[src/rtl/spi_bootloader.sv]
// spi_bootloader: SPI-mode-0 slave that loads and reads back an external RAM
// before handing the RAM over to the host (beeb_*) side.
//
// Ports:
//   clk, reset_n            system clock, asynchronous active-low reset
//   booting                 high while the loader owns the RAM
//   progress                one-clk pulse per received SPI byte
//   SCK, SSEL, MOSI, MISO   SPI mode 0 slave, MSB first, SSEL active-low
//   beeb_RAM*               host RAM bus, passed through once booting drops
//   ext_RAM*                external RAM bus
//
// Byte protocol: command (01 write, 02 read, A5 finish), then start and end
// addresses (ADDR_BYTES each, LSB first), then data/dummy bytes. The byte
// after the last data byte returns the 8-bit checksum of the data on MISO.
module spi_bootloader #(
    parameter int unsigned ADDR_W     = 18,
    parameter int unsigned ADDR_BYTES = 3,
    parameter int unsigned WE_CYCLES  = 2,
    parameter int unsigned RD_CYCLES  = 2
) (
    input  logic              clk,
    input  logic              reset_n,
    output logic              booting,
    output logic              progress,
    input  logic              SCK,
    input  logic              SSEL,
    input  logic              MOSI,
    output logic              MISO,
    input  logic              beeb_RAMCS_b,
    input  logic              beeb_RAMOE_b,
    input  logic              beeb_RAMWE_b,
    input  logic [ADDR_W-1:0] beeb_RAMA,
    input  logic [7:0]        beeb_RAMDin,
    output logic              ext_RAMCS_b,
    output logic              ext_RAMOE_b,
    output logic              ext_RAMWE_b,
    output logic [ADDR_W-1:0] ext_RAMA,
    output logic [7:0]        ext_RAMDin,
    input  logic [7:0]        ext_RAMDout
);

    localparam int unsigned SRW = 8 * ADDR_BYTES;

    typedef enum logic [3:0] {
        IDLE      = 4'd0,
        CMD       = 4'd1,
        HDR       = 4'd2,
        WAIT_BYTE = 4'd3,
        WRITE     = 4'd4,
        READ      = 4'd5,
        NEXT      = 4'd6,
        CSUM      = 4'd7,
        DISCARD   = 4'd8,
        DONE      = 4'd9
    } state_t;

    // SPI front end
    logic [2:0] sck_q, ssel_q;
    logic [1:0] mosi_q;
    logic [2:0] bit_cnt_q;
    logic [6:0] rx_sr_q;
    logic [7:0] rx_byte_q;
    logic       byte_done_q;
    logic [7:0] miso_sr_q;

    // Loader state
    state_t            state_q, state_d;
    logic              is_read_q, is_read_d;
    logic [7:0]        hdr_cnt_q, hdr_cnt_d;
    logic [SRW-1:0]    sr_q, sr_d;
    logic [ADDR_W-1:0] addr_q, addr_d;
    logic [ADDR_W-1:0] end_q, end_d;
    logic [7:0]        data_q, data_d;
    logic [7:0]        csum_q, csum_d;
    logic [7:0]        tx_q, tx_d;
    logic [7:0]        cyc_q, cyc_d;
    logic              we_b_q, oe_b_q;

    logic ssel_s, sck_rise, sck_fall, ssel_fall, ssel_rise;

    assign ssel_s    = ssel_q[1];
    assign sck_rise  =  sck_q[1] & ~sck_q[2];
    assign sck_fall  = ~sck_q[1] &  sck_q[2];
    assign ssel_fall = ~ssel_q[1] &  ssel_q[2];
    assign ssel_rise =  ssel_q[1] & ~ssel_q[2];

    always_ff @(posedge clk or negedge reset_n) begin
        if (!reset_n) begin
            sck_q       <= '0;
            ssel_q      <= '1;
            mosi_q      <= '0;
            bit_cnt_q   <= '0;
            rx_sr_q     <= '0;
            rx_byte_q   <= '0;
            byte_done_q <= 1'b0;
            miso_sr_q   <= '1;
        end else begin
            sck_q       <= {sck_q[1:0], SCK};
            ssel_q      <= {ssel_q[1:0], SSEL};
            mosi_q      <= {mosi_q[0], MOSI};
            byte_done_q <= 1'b0;
            if (ssel_s) begin
                bit_cnt_q <= '0;
            end else if (sck_rise) begin
                rx_sr_q   <= {rx_sr_q[5:0], mosi_q[1]};
                bit_cnt_q <= bit_cnt_q + 3'd1;
                if (bit_cnt_q == 3'd7) begin
                    rx_byte_q   <= {rx_sr_q, mosi_q[1]};
                    byte_done_q <= 1'b1;
                end
            end
            // A falling edge with the bit counter back at 0 follows the 8th
            // rising edge, so that is where the next tx byte is loaded.
            if (ssel_fall) begin
                miso_sr_q <= tx_q;
            end else if (!ssel_s && sck_fall) begin
                miso_sr_q <= (bit_cnt_q == 3'd0) ? tx_q : {miso_sr_q[6:0], 1'b1};
            end
        end
    end

    assign MISO     = ssel_q[2] ? 1'b1 : miso_sr_q[7];
    assign progress = byte_done_q;

    always_comb begin
        state_d   = state_q;
        is_read_d = is_read_q;
        hdr_cnt_d = hdr_cnt_q;
        sr_d      = sr_q;
        addr_d    = addr_q;
        end_d     = end_q;
        data_d    = data_q;
        csum_d    = csum_q;
        tx_d      = tx_q;
        cyc_d     = cyc_q;

        case (state_q)
            IDLE: if (ssel_fall) state_d = CMD;
            CMD: if (byte_done_q) begin
                hdr_cnt_d = '0;
                case (rx_byte_q)
                    8'h01:   begin is_read_d = 1'b0; state_d = HDR; end
                    8'h02:   begin is_read_d = 1'b1; state_d = HDR; end
                    8'hA5:   state_d = DONE;
                    default: state_d = DISCARD;
                endcase
            end
            HDR: if (byte_done_q) begin
                // Bytes arrive LSB first: shift in from the top so the field
                // ends up right-aligned after ADDR_BYTES bytes.
                sr_d      = SRW'({rx_byte_q, sr_q} >> 8);
                hdr_cnt_d = hdr_cnt_q + 8'd1;
                if (hdr_cnt_q == 8'(ADDR_BYTES - 1)) addr_d = ADDR_W'(sr_d);
                if (hdr_cnt_q == 8'(2 * ADDR_BYTES - 1)) begin
                    end_d   = ADDR_W'(sr_d);
                    csum_d  = '0;
                    cyc_d   = '0;
                    state_d = is_read_q ? READ : WAIT_BYTE;
                end
            end
            WAIT_BYTE: if (byte_done_q) begin
                cyc_d = '0;
                if (is_read_q) begin
                    state_d = NEXT;
                end else begin
                    data_d  = rx_byte_q;
                    state_d = WRITE;
                end
            end
            WRITE: begin
                cyc_d = cyc_q + 8'd1;
                if (cyc_q == 8'(WE_CYCLES - 1)) state_d = NEXT;
            end
            READ: begin
                cyc_d = cyc_q + 8'd1;
                if (cyc_q == 8'(RD_CYCLES - 1)) begin
                    data_d  = ext_RAMDout;
                    tx_d    = ext_RAMDout;
                    state_d = WAIT_BYTE;
                end
            end
            NEXT: begin
                csum_d = csum_q + data_q;
                cyc_d  = '0;
                if (addr_q == end_q) begin
                    state_d = CSUM;
                end else begin
                    addr_d  = addr_q + ADDR_W'(1);
                    state_d = is_read_q ? READ : WAIT_BYTE;
                end
            end
            CSUM: begin
                tx_d    = csum_q;
                state_d = DISCARD;
            end
            DISCARD: if (ssel_s) state_d = IDLE;
            DONE: state_d = DONE;
            default: state_d = IDLE;
        endcase

        if (ssel_rise && state_q != DONE) state_d = IDLE;
    end

    always_ff @(posedge clk or negedge reset_n) begin
        if (!reset_n) begin
            state_q   <= IDLE;
            is_read_q <= 1'b0;
            hdr_cnt_q <= '0;
            sr_q      <= '0;
            addr_q    <= '0;
            end_q     <= '0;
            data_q    <= '0;
            csum_q    <= '0;
            tx_q      <= 8'hFF;
            cyc_q     <= '0;
            we_b_q    <= 1'b1;
            oe_b_q    <= 1'b1;
        end else begin
            state_q   <= state_d;
            is_read_q <= is_read_d;
            hdr_cnt_q <= hdr_cnt_d;
            sr_q      <= sr_d;
            addr_q    <= addr_d;
            end_q     <= end_d;
            data_q    <= data_d;
            csum_q    <= csum_d;
            tx_q      <= tx_d;
            cyc_q     <= cyc_d;
            // Registered strobes: low exactly while state_q is WRITE/READ.
            we_b_q    <= (state_d != WRITE);
            oe_b_q    <= (state_d != READ);
        end
    end

    assign booting     = (state_q != DONE);
    assign ext_RAMCS_b = booting ? 1'b0   : beeb_RAMCS_b;
    assign ext_RAMOE_b = booting ? oe_b_q : beeb_RAMOE_b;
    assign ext_RAMWE_b = booting ? we_b_q : beeb_RAMWE_b;
    assign ext_RAMA    = booting ? addr_q : beeb_RAMA;
    assign ext_RAMDin  = booting ? data_q : beeb_RAMDin;

endmodule

[config.mk]
export PLATFORM = sky130hd
export DESIGN_NAME = spi_bootloader
export DESIGN_NICKNAME = d
export VERILOG_FILES = /design/src/rtl/spi_bootloader.sv
export SDC_FILE = /design/constraint.sdc
export NUM_CORES = 1
export LEC_CHECK = 0
export ABC_AREA = 1
export CORE_UTILIZATION = 55
export DETAILED_ROUTE_END_ITERATION = 6
export MAX_ROUTING_LAYER = met4
export PLACE_DENSITY = 0.77
export SYNTH_ARGS = -nofsm -noshare
export SYNTH_HDL_FRONTEND = slang
export SYNTH_SLANG_ARGS = --single-unit
[constraint.sdc]
create_clock -name clk -period 3.2 [get_ports clk]
set_input_delay 0.8 -clock clk [delete_from_list [all_inputs] [get_ports clk]]
set_output_delay 0.8 -clock clk [all_outputs]
set_load 0.05 [all_outputs]
==> impl_metrics.tcl <==
set metrics [dict create \
    ctsLongestPathBuffers 2 \
    violations "DRC" \
    arrival_ns 2.08 \
    post-cts-setup-buffer-count 0 \
    maxCapViolCount 0 \
    synth.most_common_cell "nand2_1" \
    fin_nets 1107 \
    cts-htree-levels 4 \
    leakage_nw 4.29 \
    crit_family "buffers and inverters" \
    async_flop_share_pct 100 \
    stdcell_count 1233 \
    ys_warn_count 0 \
    clkSlewWorstSetupHoldPaths_ns 0.06 \
    path_cells "nor2_2 > nand2_1 > clkdlybuf4s50_1" \
    fin_crit_sh_pct 90.0 \
    peakVddDrop_mv 0.424 \
    hp-class "input port to async pin" \
    synth_edf_count 0 \
    power_density_nw_per_um2 415 \
    crit_fanout 8 \
    critPathBufInv 1 \
    vias_per_cell 5.31 \
    tns_ns 0 \
    root_buffer "clkbuf_16" \
    syn-num-nets 1035 \
    wl_um 18000 \
    die_h_um 118 \
    cp_slowest_cell "clkdlybuf4s50_1" \
    period_needed_ns 2.88 \
    slew-limit-headroom_pct 58.5 \
    syn_to_final_growth_pct 23.5 \
    antennaDiodeCount 0 \
    finalSetupViolCount 0 \
    holdWs_ns 0.321 \
    drc 5 \
    final-hold-violation-count 0 \
    cts_tree "yes" \
    clk_latency_ns 0.42 \
    end_kind "primary output" \
    layout-drive-gt1-share_pct 12.9 \
    synth_seq_area_share_pct 45.8 \
    syn-cell-area_um2 7380 \
    hpwl_um 13000 \
    gr-usage-all-layers_pct 28.8 \
    rsz0062_at_grt "no" \
    required_ns 2.40 \
    ys_types 40 \
    status "complete, but fails checks" \
    wire_per_inst_um 14.6 \
    cts-hold-fix-buffers 0 \
    path_class "register to primary output" \
    max_stage_delay_ns 0.84 \
    gp_congestion 0.934 \
    vias 6551 \
    ys_seq_elements 134 \
    drt-initial-drc-count 570 \
    synthTopCellsByCount "nand2_1 (311), o21ai_0 (131), inv_1 (123)" \
    numPortBuffers 73 \
    drt-pass1-iter-count 7 \
    fin_skew_ns 0.00792 \
    synth_top_area_share_pct 38.3 \
    synth_area_leaders "dfrtp_1 (38%), nand2_1 (16%), o21ai_0 (8.9%)" \
    ant_nets 0 \
    numCtsBuffers 17 \
    yosys_most_used_dff "dfrtp_1" \
    grt_max_degree 62 \
    synth_top_area_cell "dfrtp_1" \
    tightest_slew_ns 0.623 \
    io_pins 74 \
    critPathLaunchType "register" \
    dieArea_um2 13900 \
    chipWidth_um 118 \
    grt_pass1_vias 6406 \
    dp.cells 1201 \
    antenna_found_initial 0 \
    slew_viol_final 0 \
    cts_num_sinks 134 \
    core_um2 12900 \
    rows 41 \
    grt_pass1_wl_um 30800 \
    power_w 0.00379 \
    avgSynthCellArea_um2 7.56 \
    max_freq_mhz 347 \
    ctsResizeCount 0 \
    start_util_pct 57.3 \
    grt_overflow 0 \
    synthCells 976 \
]
-- metrics by stage --
step / worst slack [ns] / area [µm²] / utilization (%)
floorplan: 0.267 / 7380 / -
global placement: 0.770 / 8560 / 66.5
detailed placement: 0.733 / 8560 / 66.5
CTS: 0.298 / 9120 / 70.8
global route: 0.164 / 9120 / 70.8
finish: 0.321 / 9120 / 70.8
-- final timing paths --
path | from | to | slack (ns) | cells after the start
max | state_q[1]$_DFF_PN0_ | booting | 0.32 | 3
min | reset_n | hdr_cnt_q[3]$_DFFE_PN0P_ | 0.32 | 1
max reg2reg | state_q[1]$_DFF_PN0_ | addr_q[13]$_DFFE_PN0P_ | 1.04 | 10
min reg2reg | mosi_q[0]$_DFF_PN0_ | mosi_q[1]$_DFF_PN0_ | 0.35 | 0
max in group asynchronous | reset_n | addr_q[11]$_DFFE_PN0P_ | 2.14 | 2
min in group clk | mosi_q[0]$_DFF_PN0_ | mosi_q[1]$_DFF_PN0_ | 0.35 | 0
-- per-layer routing --
layer / global-route usage, % / share of wire (%) / vias up
met5: - / 0 / -
met4: 8.97 / 1.8 / 0
met3: 6.83 / 6.6 / 33
met2: 44.5 / 47 / 210
met1: 37.6 / 45 / 3052
li1: - / - / 3256
-- cell type report --
class,instances,area [µm²]
Tap cell,172,215
Clock buffer,19,443
Fill cell,1008,3760
Inverter,131,492
Multi-Input combinational cell,680,3350
Clock inverter,13,113
Timing Repair Buffer,84,1130
Sequential cell,134,3380
-- layout by cell type, fill, tap and decap left out, drive strengths merged --
master and count:
xor2 10, o211ai 8, ha 16, o21a 4, o31ai 1, buf 41
nor2 71, o21ai 156, clkbuf 19, dfrtp 113, xnor2 6, a31oi 3
clkinv 5, nand4 7, clkdlybuf4s50 43, nor4 1, a21oi 12, o41ai 1
mux2i 3, inv 139, o32ai 2, nand2 315, fa 1, o22ai 7
nor3 13, nand3 40, or2 2, nor3b 1, dfstp 21
-- worst reg2reg max path, cell delays in order (launching register included) --
cell and delay [ns]:
dfrtp_1 0.53, nand2_4 0.12, nor2_8 0.27, nand3_2 0.10, nor2_1 0.13, nand3_1 0.20, nand2_1 0.18, inv_2 0.16
buf_12 0.21, nand2_1 0.10, o21ai_2 0.05
-- registers in the layout, indices dropped and copies added, names as in the netlist, 8 cells and up --
name	count
miso_sr_q	8
data_q	8
cyc_q	8
sr_q	16
addr_q	18
tx_q	8
csum_q	8
rx_byte_q	8
end_q	18
hdr_cnt_q	8
-- power breakdown --
part           internal (W)  switching (W)  total (W)
Clock               0.00104       0.000803    0.00184
Sequential          0.00175      0.0000209    0.00177
Combinational     0.0000771       0.000103   0.000180
-- logic make-up (layout without fill, tap and decap cells) --
group | Yosys count | in the layout | share of synthesized area [%]
compound gates | 194 | 194 | 14.9
xor+xnor | 16 | 16 | 1.90
fa+ha+maj | 17 | 17 | 2.98
buf+inv | 162 | 247 | 8.87
flops | 134 | 134 | 45.8
mux | 3 | 3 | 0.407
simple gates | 450 | 450 | 25.1
No activity file was read; power rests on OpenSTA's default activity.
